<file path="config.mk">
export PLATFORM = sky130hd
export DESIGN_NAME = alu_div_seq
export DESIGN_NICKNAME = d
export VERILOG_FILES = /design/src/rtl/alu_div_pkg.sv /design/src/rtl/alu_div_step.sv /design/src/rtl/alu_div_seq.sv
export SDC_FILE = /design/constraint.sdc
export NUM_CORES = 1
export LEC_CHECK = 0
export BUFFER_PORTS_ARGS = -buffer_cell sky130_fd_sc_hd__buf_2
export CAP_MARGIN = 15
export CORE_MARGIN = 2
export CORE_UTILIZATION = 40
export CTS_CLUSTER_DIAMETER = 30
export DETAILED_ROUTE_END_ITERATION = 7
export HOLD_SLACK_MARGIN = 0.02
export PLACE_DENSITY_LB_ADDON = 0.15
export SLEW_MARGIN = 10
export SYNTH_ARGS = -nofsm -noshare
export SYNTH_HDL_FRONTEND = slang
export SYNTH_HIERARCHICAL = 1
export SYNTH_SLANG_ARGS = --single-unit
</file>
<file path="constraint.sdc">
create_clock -name clk -period 3.7 [get_ports clk]
set_input_delay 0.74 -clock clk [delete_from_list [all_inputs] [get_ports clk]]
set_output_delay 0.74 -clock clk [all_outputs]
set_load 0.03 [all_outputs]
</file>
<file path="src/rtl/alu_div_pkg.sv">
// Shared definitions for the sequential divider: FSM encoding, word width
// and the sign-extension / negation helpers used on results.
package alu_div_pkg;

    // System datapath width; the divider's XLEN parameter defaults to this.
    localparam int SYS_XLEN = 64;

    // Operand width used by the W-suffixed instructions.
    localparam int WORD_W = 32;

    typedef enum logic [1:0] {
        ST_IDLE  = 2'd0,
        ST_CALC  = 2'd1,
        ST_FIXUP = 2'd2,
        ST_DONE  = 2'd3
    } div_state_e;

    // Two's-complement negation at system width.
    function automatic logic [SYS_XLEN-1:0] twos_neg(input logic [SYS_XLEN-1:0] x);
        return ~x + SYS_XLEN'(1);
    endfunction

    // Sign-extend a word result to system width.
    function automatic logic [SYS_XLEN-1:0] sext_word(input logic [WORD_W-1:0] x);
        return {{(SYS_XLEN-WORD_W){x[WORD_W-1]}}, x};
    endfunction

endpackage

</file>
<file path="src/rtl/alu_div_step.sv">
// One restoring-division iteration: shift {rem, quo} left by one, subtract
// the divisor when it fits and record the quotient bit.
module alu_div_step
    import alu_div_pkg::*;
#(
    parameter int XLEN = SYS_XLEN
) (
    input  logic [XLEN-1:0] rem_i,
    input  logic [XLEN-1:0] quo_i,
    input  logic [XLEN-1:0] div_i,
    output logic [XLEN-1:0] rem_o,
    output logic [XLEN-1:0] quo_o
);

    // The shifted remainder needs one extra bit; the result always fits XLEN.
    logic [XLEN:0] rem_sh;
    logic          fits;

    // Trial subtraction and quotient bit selection.
    always_comb begin
        rem_sh = {rem_i, quo_i[XLEN-1]};
        fits   = (rem_sh >= {1'b0, div_i});
        rem_o  = fits ? (rem_sh[XLEN-1:0] - div_i) : rem_sh[XLEN-1:0];
        quo_o  = {quo_i[XLEN-2:0], fits};
    end

endmodule

</file>
<file path="src/rtl/alu_div_seq.sv">
// Multi-cycle radix-2 restoring divider with RISC-V M semantics, word mode,
// flush and result backpressure.
// Optional macro ALU_DIV_EARLY_OUT_EN: divisor zero or divisor magnitude
// larger than dividend magnitude skip the iteration loop (latency 2).
//
// Handshake: a request transfers on a rising edge where in_valid and
// in_ready are both high (in_ready is high only in IDLE). A result is
// presented with out_valid high and stays stable until a rising edge with
// out_ready high. flush (and rst) override both handshakes on that edge.
module alu_div_seq
    import alu_div_pkg::*;
#(
    parameter int XLEN = SYS_XLEN
) (
    input  logic            clk,
    input  logic            rst,
    input  logic            flush,
    input  logic            in_valid,
    output logic            in_ready,
    input  logic            is_sr1_signed,
    input  logic            is_sr2_signed,
    input  logic            is_word,
    input  logic [XLEN-1:0] sr1_data,
    input  logic [XLEN-1:0] sr2_data,
    output logic            out_valid,
    input  logic            out_ready,
    output logic [XLEN-1:0] div_result,
    output logic [XLEN-1:0] rem_result
);

    localparam int CNT_W = $clog2(XLEN + 1);

    div_state_e      state_q, state_d;
    logic [CNT_W-1:0] cnt_q, cnt_d;
    logic [XLEN-1:0] rem_q, rem_d;
    logic [XLEN-1:0] quo_q, quo_d;
    logic [XLEN-1:0] dvs_q, dvs_d;
    logic            sign_a_q, sign_a_d;
    logic            sign_b_q, sign_b_d;
    logic            word_q, word_d;
    logic [XLEN-1:0] div_res_q, div_res_d;
    logic [XLEN-1:0] rem_res_q, rem_res_d;

    logic            sign_a_in, sign_b_in;
    logic [XLEN-1:0] a_ext, b_ext, a_mag, b_mag;
    logic [XLEN-1:0] step_rem, step_quo;
    logic [XLEN-1:0] q_fix, r_fix;
    logic            skip_loop;

    alu_div_step #(
        .XLEN (XLEN)
    ) u_step (
        .rem_i (rem_q),
        .quo_i (quo_q),
        .div_i (dvs_q),
        .rem_o (step_rem),
        .quo_o (step_quo)
    );

    // Incoming operand signs and magnitudes within the active width.
    always_comb begin
        sign_a_in = is_sr1_signed & (is_word ? sr1_data[WORD_W-1] : sr1_data[XLEN-1]);
        sign_b_in = is_sr2_signed & (is_word ? sr2_data[WORD_W-1] : sr2_data[XLEN-1]);
        a_ext = is_word ? {{(XLEN-WORD_W){sign_a_in}}, sr1_data[WORD_W-1:0]} : sr1_data;
        b_ext = is_word ? {{(XLEN-WORD_W){sign_b_in}}, sr2_data[WORD_W-1:0]} : sr2_data;
        a_mag = sign_a_in ? twos_neg(a_ext) : a_ext;
        b_mag = sign_b_in ? twos_neg(b_ext) : b_ext;
`ifdef ALU_DIV_EARLY_OUT_EN
        skip_loop = (b_mag == '0) || (b_mag > a_mag);
`else
        skip_loop = 1'b0;
`endif
    end

    // Sign correction, divide-by-zero quotient and word sign-extension.
    // Signed overflow needs nothing special: |MIN|/1 negated is MIN again.
    always_comb begin
        q_fix = quo_q;
        r_fix = rem_q;
        if ((sign_a_q ^ sign_b_q) && (dvs_q != '0)) begin
            q_fix = twos_neg(quo_q);
        end
        if (sign_a_q) begin
            r_fix = twos_neg(rem_q);
        end
        if (dvs_q == '0) begin
            q_fix = '1;
        end
        if (word_q) begin
            q_fix = sext_word(q_fix[WORD_W-1:0]);
            r_fix = sext_word(r_fix[WORD_W-1:0]);
        end
    end

    // Next-state and datapath updates; flush returns to IDLE from anywhere.
    always_comb begin
        state_d   = state_q;
        cnt_d     = cnt_q;
        rem_d     = rem_q;
        quo_d     = quo_q;
        dvs_d     = dvs_q;
        sign_a_d  = sign_a_q;
        sign_b_d  = sign_b_q;
        word_d    = word_q;
        div_res_d = div_res_q;
        rem_res_d = rem_res_q;

        unique case (state_q)
            ST_IDLE: begin
                if (in_valid) begin
                    sign_a_d = sign_a_in;
                    sign_b_d = sign_b_in;
                    word_d   = is_word;
                    dvs_d    = b_mag;
                    rem_d    = '0;
                    // Word dividends start at the top so the loop consumes them first.
                    quo_d    = is_word ? (a_mag << (XLEN - WORD_W)) : a_mag;
                    cnt_d    = is_word ? CNT_W'(WORD_W) : CNT_W'(XLEN);
                    state_d  = ST_CALC;
                    if (skip_loop) begin
                        rem_d   = a_mag;
                        quo_d   = '0;
                        cnt_d   = '0;
                        state_d = ST_FIXUP;
                    end
                end
            end
            ST_CALC: begin
                rem_d = step_rem;
                quo_d = step_quo;
                cnt_d = cnt_q - CNT_W'(1);
                if (cnt_q == CNT_W'(1)) begin
                    state_d = ST_FIXUP;
                end
            end
            ST_FIXUP: begin
                div_res_d = q_fix;
                rem_res_d = r_fix;
                state_d   = ST_DONE;
            end
            ST_DONE: begin
                if (out_ready) begin
                    state_d = ST_IDLE;
                end
            end
            default: state_d = ST_IDLE;
        endcase

        if (flush) begin
            state_d = ST_IDLE;
            cnt_d   = '0;
        end
    end

    // State and datapath registers; reset also clears the held results.
    always_ff @(posedge clk) begin
        if (rst) begin
            state_q   <= ST_IDLE;
            cnt_q     <= '0;
            rem_q     <= '0;
            quo_q     <= '0;
            dvs_q     <= '0;
            sign_a_q  <= 1'b0;
            sign_b_q  <= 1'b0;
            word_q    <= 1'b0;
            div_res_q <= '0;
            rem_res_q <= '0;
        end else begin
            state_q   <= state_d;
            cnt_q     <= cnt_d;
            rem_q     <= rem_d;
            quo_q     <= quo_d;
            dvs_q     <= dvs_d;
            sign_a_q  <= sign_a_d;
            sign_b_q  <= sign_b_d;
            word_q    <= word_d;
            div_res_q <= div_res_d;
            rem_res_q <= rem_res_d;
        end
    end

    assign in_ready   = (state_q == ST_IDLE);
    assign out_valid  = (state_q == ST_DONE);
    assign div_result = div_res_q;
    assign rem_result = rem_res_q;

endmodule

</file>
Word-level counts from Yosys, hierarchy flattened
Index checks and enable logic that the tools add are counted.
Widths: inputs -> output; s select.

word-level totals
  register bits = 332
  word-level logic and storage cells = 64

operators by class
  $add $sub $neg = 6
  magnitude comparators = 1
  eq/ne operators = 7
  multiplexer cells = 24
  bitwise operators = 7
  reductions and logical operators = 9

operators with widths
  kind                   number
  $mux 64                13
  $add 64x1->64 const B  4
  $not 64->64            4
  $pmux 64 s2            2
  $ge 65x64->1           1
  $logic_not 64->1       1
  $reduce_bool 64->1     1
  $sub 64x64->64         1
  $mux 7                 2
  $pmux 7 s2             1
  $pmux 2 s4             1
  $eq 7x1->1 const B     1
  $sub 7x1->7 const B    1
  $mux 2                 3
  $eq 2x2->1 const B     2
  $ne 2x2->1 const B     2
  $reduce_and 2->1       2
  $reduce_and 3->1       1
  $and 1x1->1            2
  $eq 2x1->1 const B     1
  $logic_not 2->1        1
  $mux 1                 2
  $ne 2x1->1 const B     1
  $reduce_bool 2->1      1
  3 further kinds        3

Longest topological paths before layout
Gate-level depths: netlist (run 1).

  depth after elaboration = 9
  gate-level depth with buffers = 18
  depth with buffers taken out = 15

By module
Netlist (run 1), hierarchy kept.

by module, submodules not included
  module        times used  cells an instance  area an instance (µm²)
  alu_div_seq   1           2407               18702.9
  alu_div_step  1           821                5272.6

Worst setup path after synthesis (run 1)
Ideal clock, no wire load.

  path type = input port to flip-flop
  start point = input sr1_data[22]
  end point = register quo_q[61]
  data arrival time = 3.079 ns
  path slack = 0.508 ns
  cell stages on the path = 8
  cells stage by stage = or4_1 clkbuf_1 or4_1 nor4_4 nand3_1 or4_1 nand4_1 nand2_1

on the way
  word-level cells in the longest chain between the ends = 7

ends and longest elaborated chain
  what                  RTL line            RTL
  start, declared       alu_div_seq.sv:23   input logic [XLEN-1:0] sr1_data,
  $mux 64               alu_div_seq.sv:64   a_ext = is_word ? {{(XLEN-WORD_W){sign_a_in}}, sr1_data[WORD_W-1:0]} : sr1_data;
  $not 64->64           alu_div_pkg.sv:20   return ~x + SYS_XLEN'(1);
  $add 64x1->64         alu_div_pkg.sv:20
  $mux 64               alu_div_seq.sv:66   a_mag = sign_a_in ? twos_neg(a_ext) : a_ext;
  $mux 64               alu_div_seq.sv:117  quo_d = is_word ? (a_mag << (XLEN - WORD_W)) : a_mag;
  $mux 64               alu_div_seq.sv:110  if (in_valid) begin
  $pmux 64 s2           alu_div_seq.sv:108  unique case (state_q)
  end signal, assigned  alu_div_seq.sv:172  quo_q <= quo_d;
  end, declared         alu_div_seq.sv:36   logic [XLEN-1:0] quo_q, quo_d;

No other way between the ends. The select of a mux whose other input is x is not followed.
A chain may end at the register's enable or synchronous reset.

Final worst setup path (run 1)
  start point = register dvs_q[18]
  end point = register rem_q[59]

on the way
  word-level cells in the longest chain between the ends = 3

ends and longest elaborated chain
  what                                            RTL line                                RTL
  start, declared                                 alu_div_seq.sv:37                       logic [XLEN-1:0] dvs_q, dvs_d;
  start signal, assigned                          alu_div_seq.sv:173                      dvs_q <= dvs_d;
  $sub 64x64->64 or $ge 65x64->1 (tied branches)  alu_div_step.sv:23, alu_div_step.sv:22
  $mux 64 *                                       alu_div_step.sv:23                      rem_o = fits ? (rem_sh[XLEN-1:0] - div_i) : rem_sh[XLEN-1:0];
  via step_rem[59]                                alu_div_seq.sv:46                       logic [XLEN-1:0] step_rem, step_quo;
  $pmux 64 s2 *                                   alu_div_seq.sv:108
  end signal, assigned                            alu_div_seq.sv:171                      rem_q <= rem_d;
  end, declared                                   alu_div_seq.sv:35                       logic [XLEN-1:0] rem_q, rem_d;

Mark *: on every way through the listed nets, which the timed path passes. The rest lies on a longest branch.

==> summary.md, run 1 <==
| Metric | Value |
|---|---|
| Place WS | `-3.747 ps` |
| Share of layout cells above drive strength 1 | `19.73%` |
| Peak VDD IR | `just over 0.4 mV` |
| First-pass DRT Iterations | `5` |
| Crit path time final | `3475 ps` |
| Slew margin rel. | `23.53%` |
| Most frequent cells in the layout | `nor2_1 (417), dfxtp_1 (330), buf_2 (263)` |
| Largest net degree at the start of global routing | `200` |
| Startpoint Class | `flop` |
| Worst path slowest cell | `ha_2` |
| P&R area growth vs syn | `25.45%` |
| Area taken by multi-input logic gates | `0.01571 mm^2` |
| CTS tree | `done` |
| Post-Layout Cell Count | `4357` |
| Die width | `248.8 um` |
| Final worst slack | `224.9 ps` |
| Core area | `approximately 0.059 mm^2` |
| GRT Total Usage | `30.61%` |
| Synth cell types | `96` |
| Final Cycle Share | `between 90 and 100%` |
| Synthesized net count | `roughly 3400` |
| Register area share after synthesis | `27.72%` |
| Routability Congestion | `0.9824` |
| Most used cell, CP | `nand2_1` |
| Wire per inst | `22.57 um` |
| # rows | `89` |
| Final Max Slew Viols | `0` |
| Pwr Density | `515.5 mW/mm^2` |
| Synth Area per Inst | `roughly 7.4 um^2` |
| Fin. Hold Viols | `0` |
| I/O pin total | `266` |
| Leakage | `about 12 nW` |
| CP endpoint kind | `flop` |
| Synthesized instance count | `3228` |
| Cts hold-fix bufs | `0` |
| Max clock buf depth | `3` |
| Final setup viols | `0` |
| Vias | `25950` |
| Initial antenna violation count | `6` |
| Synth Cell Area | `approximately 0.024 mm^2` |
| Largest stage delay, worst path | `400 ps` |
| Status | `finished clean` |
| CP Class | `flop to flop` |
| Grt total ovfl | `0` |
| Number of synthesized flops with an enable pin | `0` |
| Routed Wire Length | `98320 um` |
| Initial drt markers | `2493` |
| Htree depth | `3` |
| Power, Total | `15.50 mW` |
| Reg area | `0.006649 mm^2` |
| Clock Latency Late Sink | `around 640 ps` |
| Inst Count DP | `4175` |
| Yosys warning count | `6` |
| Setup Skew | `28.14 ps` |
| DRC | `0` |
| I/O Buffers | `265` |
| Async SR Flop Fraction | `0%` |
| Class of the worst hold path | `primary input to flop` |
| Number of synthesized register bits | `332` |
| First-pass GRT wire length | `roughly 150000 um` |
| Routed Antenna Nets | `0` |
| Nets@finish | `3713` |
| DR vias/cell | `5.957` |
| Worst-path fanout max | `45` |
| Die ar. | `0.06191 mm^2` |
| Reg clk slew, reported paths | `40 ps` |
| Root Driver | `clkbuf_16` |
| Worst EP required | `4170 ps` |
| CTS Buf Count | `96` |
| Synth Flop Type | `dfxtp_1` |
| Crit path cell chain | `inv_1 > ha_2 > nand2_1 > nor4_2 > nand2_1 > a31oi_4 > o31ai_4 > o21a_4 > o21ai_2 > a31oi_4 > buf_12 > buf_4 > nand2_1 > o21ai_1 > a22oi_1 > nor2_1` |
| Fill count | `5870` |
| Initial Util | `40.55%` |
| Commonest non-fill, non-tap cell in the layout | `nor2_1` |
| Worst slew pin tran | `1146 ps` |
| Vias in the first global route | `24360` |
| Endpoint arrival time on the critical path | `3950 ps` |
| Die H | `248.8 um` |
| Max Clk Rate | `around 0.29 GHz` |
| Clock sink count | `~330` |
| Max_cap viols | `0` |
| DP Wirelength | `74730 um` |
cell families (layout without fill, tap and decap cells):
group	Yosys count	count (layout)	synth area share, %
other cells	0	1	0
simple gates	1089	1089	21.16
compound gates	1026	1026	27.81
xor+xnor	288	288	10.52
mux	31	31	1.503
flops	332	332	27.72
buf+inv	387	742	7.337
fa+ha+maj	75	75	3.945
cell usage after synthesis, types with 24 or more instances:
library cell / n / area, um^2
a31oi_1: 41 / 256.5
or4_1: 24 / 180.2
nor3_1: 121 / 605.6
inv_1: 110 / 412.9
xnor2_1: 149 / 1305
buf_4: 66 / 495.5
xor2_1: 139 / 1217
nor4_1: 71 / 444.2
nor2_1: 417 / 1565
or3_1: 30 / 187.7
o21ai_1: 52 / 260.3
o21ai_0: 203 / 1016
nand2_1: 253 / 949.7
dfxtp_1: 332 / 6646
o41ai_1: 29 / 254.0
clkbuf_1: 185 / 694.4
ha_1: 74 / 925.9
a22oi_1: 84 / 630.6
a21oi_1: 240 / 1201
a211oi_1: 109 / 818.3
nand4_1: 29 / 181.4
a21o_1: 26 / 195.2
o31ai_1: 53 / 397.9
nand3_1: 44 / 220.2
per-stage QoR:
step	hold slack, ps	utilization, %	TNS [ps]	cell area, um^2
after CTS	395.1	50.74	0	30000
after global routing	423.5	50.86	-1.282	30080
after detailed placement	451.3	44.76	-3.747	26470
after global placement	443.1	44.76	-130.6	26470
final	437.0	50.86	0	30080
after floorplan	444.5	-	0	23980
report_power, final:
part / switching (mW) / internal [mW]
Sequential: 0.203 / 3.77
Clock: 2.62 / 6.35
Combinational: 1.69 / 0.871
Total: 4.52 / 11.0
flip-flops by register name, summed over array words and instances (netlist names):
register    flops
word_q          1
sign_a_q        1
rem_result     64
rem_q          64
state_q         2
div_result     64
sign_b_q        1
quo_q          64
dvs_q          64
cnt_q           7
final cells by class:
cell class	count	share of cell area [%]
flip-flops and latches	332	22.11
inverters	113	1.435
clock inverters	52	2.891
clock buffers	127	8.844
repair buffers	450	9.277
diodes	1	0.008320
well taps	773	3.216
multi-input cells	2509	52.22
repair_timing:
action | 4_1_cts | 5_1_grt
pin swaps | 0 | 1
endpoints found under the hold margin | 0 | 0
setup buffers | 0 | 2
endpoints found under the setup margin | 2 | 51
resized for setup | 1 | 16
routing by layer:
layer	GRT usage (%)	up-vias	part of all wire [%]	routed length, um
met5	0	-	0	0
met4	8.156	0	2.3	2273
met3	5.486	164	8.1	7948
met2	45.46	1133	43	41800
met1	45.09	12430	47	46300
li1	-	12230	-	-
worst paths after layout:
kind	depth (start not counted)	endpoint	slack, ps	startpoint
max	16	rem_q[59]	220	dvs_q[18]
min	3	quo_q[57]	440	sr1_data[57]
max reg2reg	16	rem_q[59]	220	dvs_q[18]
min reg2reg	2	rem_result[63]	460	rem_result[63]
critical path, delay by kind of cell, from the launching register on:
family	cells	cell delay, ps
flops	1	350
fa+ha+maj	1	400
simple gates	5	780
buf+inv	3	470
compound gates	7	1250
No activity file was read; power rests on OpenSTA's default activity.
==> run 2: changes to the inputs <==
- SYNTH_HIERARCHICAL: 1 -> not set
==> summary.md, run 2 <==
| Metric | Value |
|---|---|
| Status | `finished clean` |
| Max_cap viols | `0 (unchanged)` |
| Wire per inst | `21.54 um (-4.5%)` |
| Register area share after synthesis | `29.26% (+1.5 points)` |
| Routed Antenna Nets | `0 (unchanged)` |
| Initial Util | `40.36% (-0.19 points)` |
| Initial antenna violation count | `0 (-6)` |
| Die width | `242.3 um (-2.6%)` |
| Most area-hungry cell type in the Yosys netlist | `dfxtp_1` |
| Vias | `24760 (-4.6%)` |
| CTS Buf Count | `84 (-13%)` |
| DR vias/cell | `5.819 (-2.3%)` |
| Number of synthesized flops with an enable pin | `0 (unchanged)` |
| Largest net degree at the start of global routing | `97 (-52%)` |
| Routability Congestion | `0.9776 (-0.49%)` |
| Clock sink count | `332 (unchanged)` |
| Core area | `0.05628 mm^2 (-4.8%)` |
| Nets@finish | `3640 (-2.0%)` |
| DP Wirelength | `71530 um (-4.3%)` |
| Synth cell types | `85 (-11%)` |
| Die H | `242.3 um (-2.6%)` |
| Peak VDD IR | `0.4082 mV (+0.45%)` |
| Met3 GRT Util | `3.589% (-1.9 points)` |
| Worst r2r src | `dvs_q[0]` |
| Largest stage delay, worst path | `440 ps (+40 ps)` |
| First-pass DRT Iterations | `7 (+2)` |
| Crit path cell chain | `ha_1 > inv_1 > fa_2 > a21o_1 > a221oi_4 > a211oi_4 > a211oi_2 > a21oi_1 > buf_4 > a2111oi_4 > o21bai_1 > a41o_1 > a222oi_1 > o21ai_1` |
| I/O Buffers | `265 (unchanged)` |
| P&R area growth vs syn | `27.21%` |
| Initial drt markers | `2449 (-1.8%)` |
| Met1 Use GR | `47.71% (+2.6 points)` |
| Pwr Density | `478.2 mW/mm^2 (-7.2%)` |
| Grt total ovfl | `0 (unchanged)` |
| Startpoint Class | `flop` |
| Finished Core Util | `51.34% (+0.48 points)` |
| Commonest non-fill, non-tap cell in the layout | `nor2_1` |
| Crit-path leading delay family | `compound AO/OA/AOI/OAI gates` |
| Share of layout cells above drive strength 1 | `19.07% (-0.66 points)` |
| Endpoint arrival time on the critical path | `4030 ps (+80 ps)` |
| Worst EP required | `4200 ps (+30 ps)` |
| Largest cells by area after synthesis | `dfxtp_1 (29%), nor2_1 (6.2%), o21ai_0 (5.8%)` |
| FF-to-FF setup slack | `170 ps (-60 ps)` |
| GRT Max-Usage Layer | `met1` |
| Max clock buf depth | `3 (unchanged)` |
| Worst Path Buf+Inv | `2 (-1)` |
| Worst-path fanout max | `4 (-91%)` |
| Yosys warning count | `0 (-6)` |
| Most frequent cells in the layout | `nor2_1 (373), dfxtp_1 (331), nand2_1 (328)` |
| Worst slew pin tran | `945.5 ps (-200.3 ps)` |
| CTS tree | `done` |
| Crit path time final | `3531 ps (+56.22 ps)` |
| # rows | `87 (-2.2%)` |
| Area taken by multi-input logic gates | `0.01504 mm^2 (-4.2%)` |
| Reg area | `0.006648 mm^2 (about the same)` |
| Final Max Slew Viols | `0 (unchanged)` |
| Hold Path End | `rem_result[32]` |
| Die ar. | `0.05870 mm^2 (-5.2%)` |
| Final Cycle Share | `95.44% (+1.5 points)` |
| Commonest cells in the netlist | `nor2_1 (374), dfxtp_1 (332), nand2_1 (328), o21ai_0 (263), a21oi_1 (261)` |
| Fin. Hold Viols | `0 (unchanged)` |
| Synthesized net count | `3277 (-4.7%)` |
| Vias in the first global route | `22750 (-6.6%)` |
| Synth Area per Inst | `7.408 um^2 (-0.27%)` |
| Max Clk Rate | `0.2832 GHz (-1.6%)` |
| Root Driver | `clkbuf_16` |
| GRT Total Usage | `29.85% (-0.76 points)` |
| Post-Layout Cell Count | `4254 (-2.4%)` |
| Htree depth | `3 (unchanged)` |
| Leakage | `12.05 nW (-2.5%)` |
| Number of synthesized register bits | `332 (unchanged)` |
| RR Endpoint | `rem_q[60]` |
| RSZ-0062 raised after global routing | `false` |
| Synth Cell Area | `0.02271 mm^2 (-5.3%)` |
| Reg clk slew, reported paths | `50 ps (about the same)` |
| Hold path start | `rem_result[32]` |
| Inst Count DP | `4098 (-1.8%)` |
| Async SR Flop Fraction | `0% (unchanged)` |
| First-pass GRT wire length | `137600 um (-8.0%)` |
| Slew margin rel. | `36.97% (+13 points)` |
| Synthesized instance count | `3066 (-5.0%)` |
| Top-count cell post-synth | `nor2_1` |
| Synth top area share | `29.26% (+1.5 points)` |
| Cts hold-fix bufs | `0 (unchanged)` |
| CP Class | `flop to flop` |
| CP endpoint kind | `flop` |
| Reg2Reg Depth | `14 (-2)` |
| Clock Latency Late Sink | `620 ps (-20 ps)` |
| I/O pin total | `266 (unchanged)` |
| Worst path slowest cell | `a2111oi_4` |
| Routed Wire Length | `91640 um (-6.8%)` |
| Setup Skew | `19.95 ps (-8.190 ps)` |
| Class of the worst hold path | `flop to flop` |
| DRC | `0 (unchanged)` |
| Synth Flop Type | `dfxtp_1` |
| Number of antenna cells inserted | `0 (-1)` |
| Met2 usage | `41.40% (-4.1 points)` |
| Final setup viols | `0 (unchanged)` |
| Hold depth | `2 (-1)` |
| Fill count | `5584 (-4.9%)` |
## run 2: cell types whose count changed after synthesis, moves of 15 or more
cell and delta:
clkbuf_1 -15, nor3_1 -40, buf_4 -66, a21oi_1 +21, nor2_1 -43, o21ai_1 -49, o211ai_1 +28, a22oi_1 -66
nand2_1 +75, o21ai_0 +60
## run 2: per-stage QoR
stage                     setup slack, ps  hold WS (ps)  instance area, um^2  TNS [ps]  power, mW
final                               168.6         443.8                28890         0      13.82
after global routing                2.637         435.8                28890         0      14.31
after CTS                           78.07         419.6                28850         0      13.82
after detailed placement           -2.842         431.7                25940    -2.842      6.376
after global placement             0.6100         425.1                25940         0      6.358
after floorplan                     204.6         444.5                22710         0      5.442
## run 2: worst max path at each step
stage / depth (start not counted) / endpoint / startpoint / slack, ps
4_1_cts: 14 / rem_q[60] / dvs_q[0] / 80
2_1_floorplan: 11 / quo_q[56] / sr1_data[12] / 200
3_3_place_gp: 11 / quo_q[51] / sr1_data[12] / 0.6
5_1_grt: 14 / rem_q[60] / dvs_q[0] / 3
3_5_place_dp: 12 / quo_q[59] / sr1_data[12] / -3
6_report: 14 / rem_q[60] / dvs_q[0] / 170
## run 2: layer usage
layer	wire length (um)	vias up	part of all wire, %
li1	-	11880	-
met1	46020	11780	50
met2	36910	1012	40
met3	7299	91	8.0
met4	1412	0	1.5
met5	0	-	0
## run 2: power by group
group,switching (mW),internal (mW)
Clock,2.46,4.97
Combinational,1.53,0.870
Sequential,0.234,3.76
## run 2: area by class of cell
| cell class | instances | share of cell area (%) |
|---|---|---|
| clock buffers | 103 | 7.730 |
| clock inverters | 52 | 2.338 |
| inverters | 105 | 1.364 |
| multi-input cells | 2442 | 52.06 |
| flip-flops and latches | 332 | 23.01 |
| well taps | 756 | 3.274 |
| repair buffers | 464 | 10.22 |
## run 2: cell families after synthesis
kind of cell	count (synthesis)	share of synthesized area, %
XOR/XNOR	278	10.72
multiplexers	26	1.184
adder cells (fa/ha/maj)	75	4.165
flip-flops	332	29.26
AO/OA/AOI/OAI	1011	28.36
AND/OR/NAND/NOR	1052	21.42
buffers and inverters	292	4.886
## run 2: timing repair
action | CTS | global route
endpoints found under the setup margin | 0 | 16
resized for setup | 0 | 6
setup buffers | 0 | 1
## run 2: worst reg2reg max path, cell delays in order, from the launching register on
cell,delay [ps]
dfxtp_1,350
ha_1,190
inv_1,60
fa_2,340
a21o_1,220
a221oi_4,330
a211oi_4,130
a211oi_2,240
a21oi_1,90
buf_4,170
a2111oi_4,440
o21bai_1,180
a41o_1,280
a222oi_1,290
o21ai_1,110
